File: src/rtl/niosv_gpi_edge_capture_if.sv
// Avalon-MM slave bus bundle for the GPI edge-capture block.
// The master drives address/strobes/writedata; the slave returns registered readdata.
interface niosv_gpi_edge_capture_if;
  logic [2:0]  address;
  logic        chipselect;
  logic        write_n;
  logic [31:0] writedata;
  logic [31:0] readdata;

  modport master (
    output address, chipselect, write_n, writedata,
    input  readdata
  );

  modport slave (
    input  address, chipselect, write_n, writedata,
    output readdata
  );
endinterface

File: src/rtl/niosv_gpi_edge_capture.sv
// General-purpose input port: per-pin synchroniser, debounce filter, edge detector,
// write-1-to-clear capture register and a level interrupt for unmasked captures.
module niosv_gpi_edge_capture #(
  parameter int WIDTH           = 8,
  parameter int DEBOUNCE_CYCLES = 16
) (
  input  logic                     clk,
  input  logic                     reset,
  niosv_gpi_edge_capture_if.slave  bus,
  input  logic [WIDTH-1:0]         in_port,
  output logic                     irq
);

  localparam int             CW       = $clog2(DEBOUNCE_CYCLES + 1);
  localparam logic [CW-1:0]  CNT_LAST = CW'(DEBOUNCE_CYCLES - 1);

  localparam logic [2:0] ADDR_DATA = 3'd0;
  localparam logic [2:0] ADDR_RISE = 3'd1;
  localparam logic [2:0] ADDR_MASK = 3'd2;
  localparam logic [2:0] ADDR_EDGE = 3'd3;
  localparam logic [2:0] ADDR_FALL = 3'd4;

  logic [WIDTH-1:0] sync1, s, d, d_prev;
  logic [WIDTH-1:0] rise_en, fall_en, irq_mask, edgecapture;
  logic [WIDTH-1:0] rise, fall, clr;
  logic [CW-1:0]    cnt [WIDTH];
  logic [31:0]      rdata, rd_next;
  logic             wr_strobe;
  logic             wdata_unused;

  assign wr_strobe    = bus.chipselect && !bus.write_n;
  assign wdata_unused = ^bus.writedata;
  assign bus.readdata = rdata;

  // NOTE: sequential state uses non-blocking assignments so every flop samples pre-edge values.
  always_ff @(posedge clk or posedge reset) begin
    if (reset) begin
      sync1 <= '0;
      s     <= '0;
    end else begin
      sync1 <= in_port;
      s     <= sync1;
    end
  end

  // NOTE: the counter array is ordinary flops, not a RAM, so it is reset element by element.
  always_ff @(posedge clk or posedge reset) begin
    if (reset) begin
      d <= '0;
      for (int i = 0; i < WIDTH; i++) cnt[i] <= '0;
    end else begin
      for (int i = 0; i < WIDTH; i++) begin
        if (s[i] == d[i]) begin
          cnt[i] <= '0;
        end else if (cnt[i] == CNT_LAST) begin
          d[i]   <= s[i];
          cnt[i] <= '0;
        end else begin
          cnt[i] <= cnt[i] + 1'b1;
        end
      end
    end
  end

  assign rise = d & ~d_prev & rise_en;
  assign fall = ~d & d_prev & fall_en;
  assign clr  = (wr_strobe && bus.address == ADDR_EDGE) ? bus.writedata[WIDTH-1:0] : '0;

  always_ff @(posedge clk or posedge reset) begin
    if (reset) begin
      d_prev      <= '0;
      rise_en     <= '0;
      fall_en     <= '0;
      irq_mask    <= '0;
      edgecapture <= '0;
      irq         <= 1'b0;
    end else begin
      d_prev <= d;
      if (wr_strobe && bus.address == ADDR_RISE) rise_en  <= bus.writedata[WIDTH-1:0];
      if (wr_strobe && bus.address == ADDR_MASK) irq_mask <= bus.writedata[WIDTH-1:0];
      if (wr_strobe && bus.address == ADDR_FALL) fall_en  <= bus.writedata[WIDTH-1:0];
      // New edges are OR-ed after the clear so a same-cycle set wins.
      edgecapture <= (edgecapture & ~clr) | rise | fall;
      irq         <= |(edgecapture & irq_mask);
    end
  end

  // NOTE: default assignment first keeps this combinational block latch-free.
  always_comb begin
    rd_next = '0;
    case (bus.address)
      ADDR_DATA: rd_next[WIDTH-1:0] = d;
      ADDR_RISE: rd_next[WIDTH-1:0] = rise_en;
      ADDR_MASK: rd_next[WIDTH-1:0] = irq_mask;
      ADDR_EDGE: rd_next[WIDTH-1:0] = edgecapture;
      ADDR_FALL: rd_next[WIDTH-1:0] = fall_en;
      default:   rd_next = '0;
    endcase
  end

  // Read data is registered every cycle regardless of chipselect (readLatency = 1).
  always_ff @(posedge clk or posedge reset) begin
    if (reset) rdata <= '0;
    else       rdata <= rd_next;
  end

endmodule

File: src/flat_wrapper.sv
// flat-port wrapper written by rule: the top's interface ports become plain ports
module niosv_gpi_edge_capture_flat 
#(
  parameter int WIDTH           = 8,
  parameter int DEBOUNCE_CYCLES = 16
)
  (clk, reset, in_port, irq, bus_address, bus_chipselect, bus_write_n, bus_writedata, bus_readdata);
  niosv_gpi_edge_capture_if bus_i ();
  input  logic clk;
  input  logic reset;
  input  logic [WIDTH-1:0] in_port;
  output logic irq;
  input wire logic [$bits(bus_i.address)-1:0] bus_address;
  input wire logic [$bits(bus_i.chipselect)-1:0] bus_chipselect;
  input wire logic [$bits(bus_i.write_n)-1:0] bus_write_n;
  input wire logic [$bits(bus_i.writedata)-1:0] bus_writedata;
  output wire logic [$bits(bus_i.readdata)-1:0] bus_readdata;
  assign bus_i.address = bus_address;
  assign bus_i.chipselect = bus_chipselect;
  assign bus_i.write_n = bus_write_n;
  assign bus_i.writedata = bus_writedata;
  assign bus_readdata = bus_i.readdata;
  niosv_gpi_edge_capture #(.WIDTH(WIDTH), .DEBOUNCE_CYCLES(DEBOUNCE_CYCLES)) u_core (.clk(clk), .reset(reset), .bus(bus_i), .in_port(in_port), .irq(irq));
endmodule
File: config.mk
export PLATFORM = sky130hd
export DESIGN_NAME = niosv_gpi_edge_capture_flat
export DESIGN_NICKNAME = d
export VERILOG_FILES = /design/src/rtl/niosv_gpi_edge_capture_if.sv /design/src/rtl/niosv_gpi_edge_capture.sv /design/src/flat_wrapper.sv
export SDC_FILE = /design/constraint.sdc
export NUM_CORES = 1
export LEC_CHECK = 0
export ABC_AREA = 1
export CORE_MARGIN = 1
export CORE_UTILIZATION = 53
export CTS_CLUSTER_SIZE = 10
export DETAILED_ROUTE_END_ITERATION = 10
export HOLD_SLACK_MARGIN = 0.06
export PLACE_DENSITY = 0.78
export SETUP_SLACK_MARGIN = 0.1
export SLEW_MARGIN = 20
export SYNTH_ARGS = -nofsm -noshare
export SYNTH_HDL_FRONTEND = slang
export SYNTH_SLANG_ARGS = --single-unit
File: constraint.sdc
create_clock -name clk -period 5.3 [get_ports clk]
set_clock_uncertainty 0.2 [all_clocks]
set_input_delay 1.59 -clock clk [delete_from_list [all_inputs] [get_ports clk]]
set_output_delay 1.59 -clock clk [all_outputs]
set_load 0.01 [all_outputs]
==> flow_summary_export.csv, run 1 <==
group,metric,value,unit
critical_path,critPathMaxStageDelay,830,ps
routing,via_per_inst,5.03,
logic_synthesis,ys_warn_count,0,
sta,period_needed,3380,ps
worst_hold_path,worstHoldPathCells,0,
sta,setup_viol,0,
critical_path,crit_required,5490,ps
cts,cts-htree-levels,4,
power_and_ir_drop,power_density,412,nW/µm²
status,failed_checks,"design-rule violations",
cts,cts_root_buf,"clkbuf_8",
logic_synthesis,synth_area,4930,µm²
sta,tightest_slew,727,ps
logic_synthesis,synth.avg_cell_area,9.26,µm²
logic_synthesis,synthArstFlopShare,100,%
floorplan,die_height,98.5,µm
cts,ctsResizeCount,0,
routing,detail-route-antenna-nets,0,
critical_path,critPathLaunchType,"input pin",
job,drv_cap,0,
layout,largest_register_ffs,40,
critical_path,path_class,"input pin to register",
cts,cts_setup_buffers,0,
critical_path,crit_path_end_kind,"register",
layout,drive_above_1_share,9.00,%
cts,hold_buffers,0,
critical_path,critPathSlowestCell,"clkdlybuf4s50_1",
routing,wl,9530,µm
critical_path,r2r_cells,6,
critical_path,worstPathCellList,"clkdlybuf4s50_1 -> inv_1 -> nor2_1 -> nand3_2 -> nand2_1 -> o21ai_1",
layout,largest_register,"u_core.cnt",
critical_path,critPathMaxFanout,16,
grt,grt_max_degree,61,
routing,dr_total_vias,3506,
logic_synthesis,synth_top_cell_area_share,57.3,%
routing,drt_iter0_markers,318,
sta,rsz0062_at_grt,"false",
grt,grt_use_total,22.3,%
power_and_ir_drop,switchingPower,0.572,mW
floorplan,initial_core_util,55.8,%
logic_synthesis,syn_inst,533,
power_and_ir_drop,vdd_drop_max,258,µV
floorplan,std_cell_rows,34,
grt,grt_pass1_wl,16700,µm
floorplan,num_io_pins,80,
logic_synthesis,synth_edf_count,0,
critical_path,cp_data_arrival_time,3570,ps
floorplan,coreArea,8850,µm²
power_and_ir_drop,internal_power,1.85,mW
placement,io_buffers,31,
power_and_ir_drop,p_leak,2.87,nW
sta,period_share,63.8,%
layout,final_cell_mix,"nand2_1 (119), dfrtp_1 (113), inv_1 (63), nor2_1 (62), clkdlybuf4s50_1 (31)",
sta,fmax,0.296,GHz
sta,finalMaxSlewViolations,0,
layout,nets,631,
grt,grt_pass1_vias,3651,
placement,place_congestion,0.771,
routing,firstDrtPassIters,10,
logic_synthesis,yosysSeqAreaShare,57.3,%
layout,area_growth,19.1,%
grt,antenna_found_initial,0,
grt,grt-ovfl-total,0,
layout,layout_commonest_cell,"nand2_1",
floorplan,die_w,98.5,µm
logic_synthesis,ys_top_cells_by_area,"dfrtp_1 (57%), nand2_1 (9.1%), inv_1 (4.9%), nor2_1 (4.7%), buf_4 (4.0%)",
cts,cts_tree,"done",
layout,fillerInstances,667,
status,status,"finished, violations left",
cts,cts_buffer_depth,2,
power_and_ir_drop,seq_power_share,41.8,%
cts,cts.clk_slew.worst_paths,50,ps
logic_synthesis,ys_types,27,
layout,final_util,66.4,%
logic_synthesis,yosys.area.top_type,"dfrtp_1",
cts,clock_latency,510,ps
sta,finalHoldViolations,0,
floorplan,die_area,9700,µm²
sta,fin_tns_setup,0,ps
layout,antenna_cells,0,
logic_synthesis,synth_ff_type,"dfrtp_1",
power_and_ir_drop,clkPwrFrac,49.3,%
logic_synthesis,synth_seq_cells,113,
power_and_ir_drop,comb_power_share,8.9,%
routing,post-route-drc-count,5,
routing,avgRoutedWirePerCell,13.7,µm
power_and_ir_drop,switching_share,23.6,%
placement,dpl.hpwl,6130,µm
sta,slew_headroom,51.5,%
worst_hold_path,hp-class,"register to register",
cts,cts_made_buffers,17,
cts,cts.sinks,113,
final cells by class:
cell class	count	area [µm²]	share of cell area [%]
clock buffers	22	473	8.05
clock inverters	10	155	2.64
inverters	67	254	4.32
multi-input cells	343	1700	28.9
flip-flops and latches	113	2830	48.1
well taps	108	135	2.30
repair buffers	34	333	5.66
critical path, delay by kind of cell:
kind | cells | cell delay, ps
compound gates | 1 | 70
buf+inv | 2 | 1090
simple gates | 3 | 790
cell usage after synthesis, types with 8 or more instances:
cell type,number
nand2_1,119
dfrtp_1,113
inv_1,64
nor2_1,62
nand3_1,28
buf_4,26
o21ai_1,20
a21oi_1,13
nand4_1,12
ha_1,8
nor3_1,8
nor3b_1,8
o21ai_2,8
xnor2_1,8
xor2_1,8
power by group through the flow:
stage | combinational (mW) | sequential [mW] | clock [mW]
after global routing | 0.248 | 1.02 | 1.24
after detailed placement | 0.214 | 1.02 | 0
after floorplan | 0.153 | 1.01 | 0
after global placement | 0.204 | 1.02 | 0
after CTS | 0.219 | 1.01 | 1.20
final | 0.216 | 1.01 | 1.19
per-stage QoR:
| stage | total power, mW | hold WS (ps) | cell area [µm²] | setup WS (ps) | cells |
|---|---|---|---|---|---|
| 2_1_floorplan | 1.16 | 131 | 5020 | 523 | 556 |
| 3_3_place_gp | 1.22 | 133 | 5250 | 1470 | 665 |
| 6_report | 2.42 | 148 | 5880 | 1920 | 697 |
| 3_5_place_dp | 1.23 | 137 | 5250 | 1450 | 665 |
| 4_1_cts | 2.43 | 150 | 5880 | 1960 | 697 |
| 5_1_grt | 2.51 | 153 | 5880 | 1740 | 697 |
path summary, 6_finish.rpt:
kind / slack (ps) / endpoint / from
worst max-delay path: 1920 / u_core.rise_en[0] / bus_address[0]
worst min-delay path: 150 / u_core.s[7] / u_core.sync1[7]
worst max register to register: 3900 / u_core.d[7] / u_core.cnt[0]
worst min register to register: 150 / u_core.s[7] / u_core.sync1[7]
max in group asynchronous: 2680 / u_core.edgecapture[7] / reset
min in group asynchronous: 1360 / u_core.cnt[13] / reset
logic make-up after synthesis:
| group | count (synthesis) | share of synthesized area, % |
|---|---|---|
| other | 1 | 0.0760 |
| AND/OR/NAND/NOR | 246 | 22.0 |
| XOR/XNOR | 16 | 2.84 |
| adder cells (fa/ha/maj) | 8 | 2.03 |
| AO/OA/AOI/OAI | 49 | 5.78 |
| flip-flops | 113 | 57.3 |
| buffers and inverters | 100 | 10.0 |
metal layers:
| layer | global-route usage, % | up-vias | wire length (µm) |
|---|---|---|---|
| met5 | 0 | - | 0 |
| met4 | 10.1 | 0 | 193 |
| met3 | 6.10 | 17 | 413 |
| met2 | 37.1 | 94 | 4850 |
| met1 | 27.3 | 1677 | 4070 |
| li1 | - | 1718 | - |
Power figures use the tool's default switching activity.
==> inputs of run 2 (changes only) <==
Clock period 5.3 ns to 3.2 ns, I/O delays scaled along.
==> run 2 against run 1 <==
  * The flow now finishes without violations
  * Worst hold slack got worse by 2.1 ps
  * Sequential share of layout area fell by 0.52 points
  * Cell area rose by 1.1%
  * Critical path depth fell by 5
  * Highest routed layer unchanged
  * Sequential power rose by 65%
  * Non-clock buffer count rose by 10
  * Count of clock-buffer cells in the layout did not move
==> flow_summary_export.csv, run 2 (synthesis gave the netlist of run 1 again) <==
group,metric,value,unit
status,status,"finished, final reports clean",
cts,cts_tree,"done",
layout,final_cell_mix,"nand2_1 (119), dfrtp_1 (113), inv_1 (63), nor2_1 (62), clkdlybuf4s50_1 (31)",
sta,fmax,0.391,GHz
critical_path,crit_required,2040,ps
routing,drt_iter0_markers,216,
cts,cts.sinks,113,
layout,nets,641,
critical_path,cp_top_family,"buffers and inverters",
placement,io_buffers,31,
layout,area_growth,20.4,%
power_and_ir_drop,power_density,668,nW/µm²
layout,final_util,67.1,%
floorplan,initial_core_util,55.8,%
grt,antenna_found_initial,0,
critical_path,crit_path_end_kind,"primary output",
critical_path,cp_data_arrival_time,1390,ps
layout,seq_area,2830,µm²
worst_hold_path,hp-class,"register to register",
layout,largest_register_ffs,40,
sta,setup_viol,0,
cts,cts_made_buffers,17,
sta,finalMaxSlewViolations,0,
cts,cts_setup_buffers,0,
grt,grt_pass1_vias,3569,
placement,place_inst,675,
critical_path,r2r-end,"u_core.d[0]",
grt,grt_max_degree,114,
sta,slew_headroom,62.5,%
cts,ctsResizeCount,0,
critical_path,r2r_start,"u_core.cnt[35]",
floorplan,coreArea,8850,µm²
critical_path,path_class,"register to primary output",
worst_hold_path,min_from,"u_core.sync1[3]",
floorplan,std_cell_rows,34,
routing,post-route-drc-count,0,
routing,avgRoutedWirePerCell,13.9,µm
grt,grt_pass1_wl,16500,µm
layout,antenna_cells,0,
cts,cts-htree-levels,4,
layout,largest_register,"u_core.cnt",
routing,wl,9740,µm
worst_hold_path,holdPathEnd,"u_core.s[3]",
grt,grt_use_total,22.3,%
placement,dpl.hpwl,6210,µm
routing,via_per_inst,5.17,
cts,cts_buffer_depth,2,
cts,cts_root_buf,"clkbuf_8",
layout,fillerInstances,665,
sta,finalHoldViolations,0,
floorplan,die_area,9700,µm²
critical_path,worst-path-buf-inv,1,
power_and_ir_drop,vdd_drop_max,459,µV
floorplan,die_height,98.5,µm
floorplan,num_io_pins,80,
layout,multi_input_area,1700,µm²
cts,hold_buffers,0,
sta,period_share,79.8,%
critical_path,critPathLaunchType,"register",
worst_hold_path,worstHoldPathCells,0,
routing,dr_total_vias,3635,
critical_path,critPathSlowestCell,"clkdlybuf4s50_1",
critical_path,r2r_cells,6,
critical_path,critPathMaxFanout,1,
sta,fin_hold_ws,145,ps
job,drv_cap,0,
critical_path,reg2reg_slack,1800,ps
layout,drive_above_1_share,9.92,%
sta,rsz0062_at_grt,"false",
sta,period_needed,2550,ps
routing,detail-route-antenna-nets,0,
placement,place_congestion,0.810,
sta,fin_tns_setup,0,ps
cts,clock_latency,510,ps
power_and_ir_drop,p_leak,2.91,nW
floorplan,die_w,98.5,µm
critical_path,critPathMaxStageDelay,540,ps
layout,finalNonFillerCells,703,
cts,cts.clk_slew.worst_paths,50,ps
grt,grt-ovfl-total,0,
routing,firstDrtPassIters,6,
sta,tightest_slew,563,ps
layout,layout_commonest_cell,"nand2_1",
critical_path,worstPathCellList,"clkdlybuf4s50_1",
## run 2: changes by cell type in the layout (fill, tap and decap cells not counted)
cell,before,now
buf_4,3,12
buf_12,0,1
clkinv_2,4,2
inv_4,1,0
clkinvlp_4,2,1
## run 2: per-stage QoR
step                power (mW)  instance area (µm²)  setup WS [ps]
floorplan                 1.92                 5020            669
CTS                       3.99                 5940            621
finish                    3.97                 5940            645
global route              4.14                 5940            593
detailed placement        2.05                 5340            387
global placement          2.03                 5340            389
## run 2: power by group
group	internal, mW	switching (mW)	leakage [nW]	total, mW
combinational	0.158	0.209	1.14	0.367
sequential	1.57	0.105	1.46	1.67
clock	1.33	0.604	0.299	1.93
total	3.05	0.918	2.91	3.97
## run 2: worst max-delay path by stage
stage	slack, ps	cells after the start	startpoint	endpoint
2_1_floorplan	670	1	reset	u_core.bus.readdata[0]
3_3_place_gp	390	6	bus_address[1]	u_core.irq_mask[3]
3_5_place_dp	390	6	bus_address[1]	u_core.irq_mask[0]
4_1_cts	620	1	u_core.bus.readdata[0]	bus_readdata[0]
5_1_grt	590	1	u_core.bus.readdata[0]	bus_readdata[0]
6_report	650	1	u_core.bus.readdata[0]	bus_readdata[0]
## run 2: cell type report
| cell class | instances | share of cell area (%) |
|---|---|---|
| sequential | 113 | 47.6 |
| clock buffer | 22 | 7.96 |
| timing repair buffer | 44 | 7.08 |
| tap | 108 | 2.27 |
| clock inverter | 6 | 2.19 |
| multi-input combinational | 343 | 28.6 |
| inverter | 67 | 4.30 |
## run 2: metal layers
metal,wire length [µm],global-route usage (%),vias to the layer above
li1,-,-,1740
met1,4060,26.3,1754
met2,5020,38.7,118
met3,485,6.24,23
met4,167,9.07,0
met5,0,0,-
## run 2: worst reg2reg max path: stages (launching register included)
cell and delay [ps]:
dfrtp_1 370, ha_1 180, nand2_1 70, nor2_1 140, nand2_1 140, nor2_1 130, a21oi_1 50
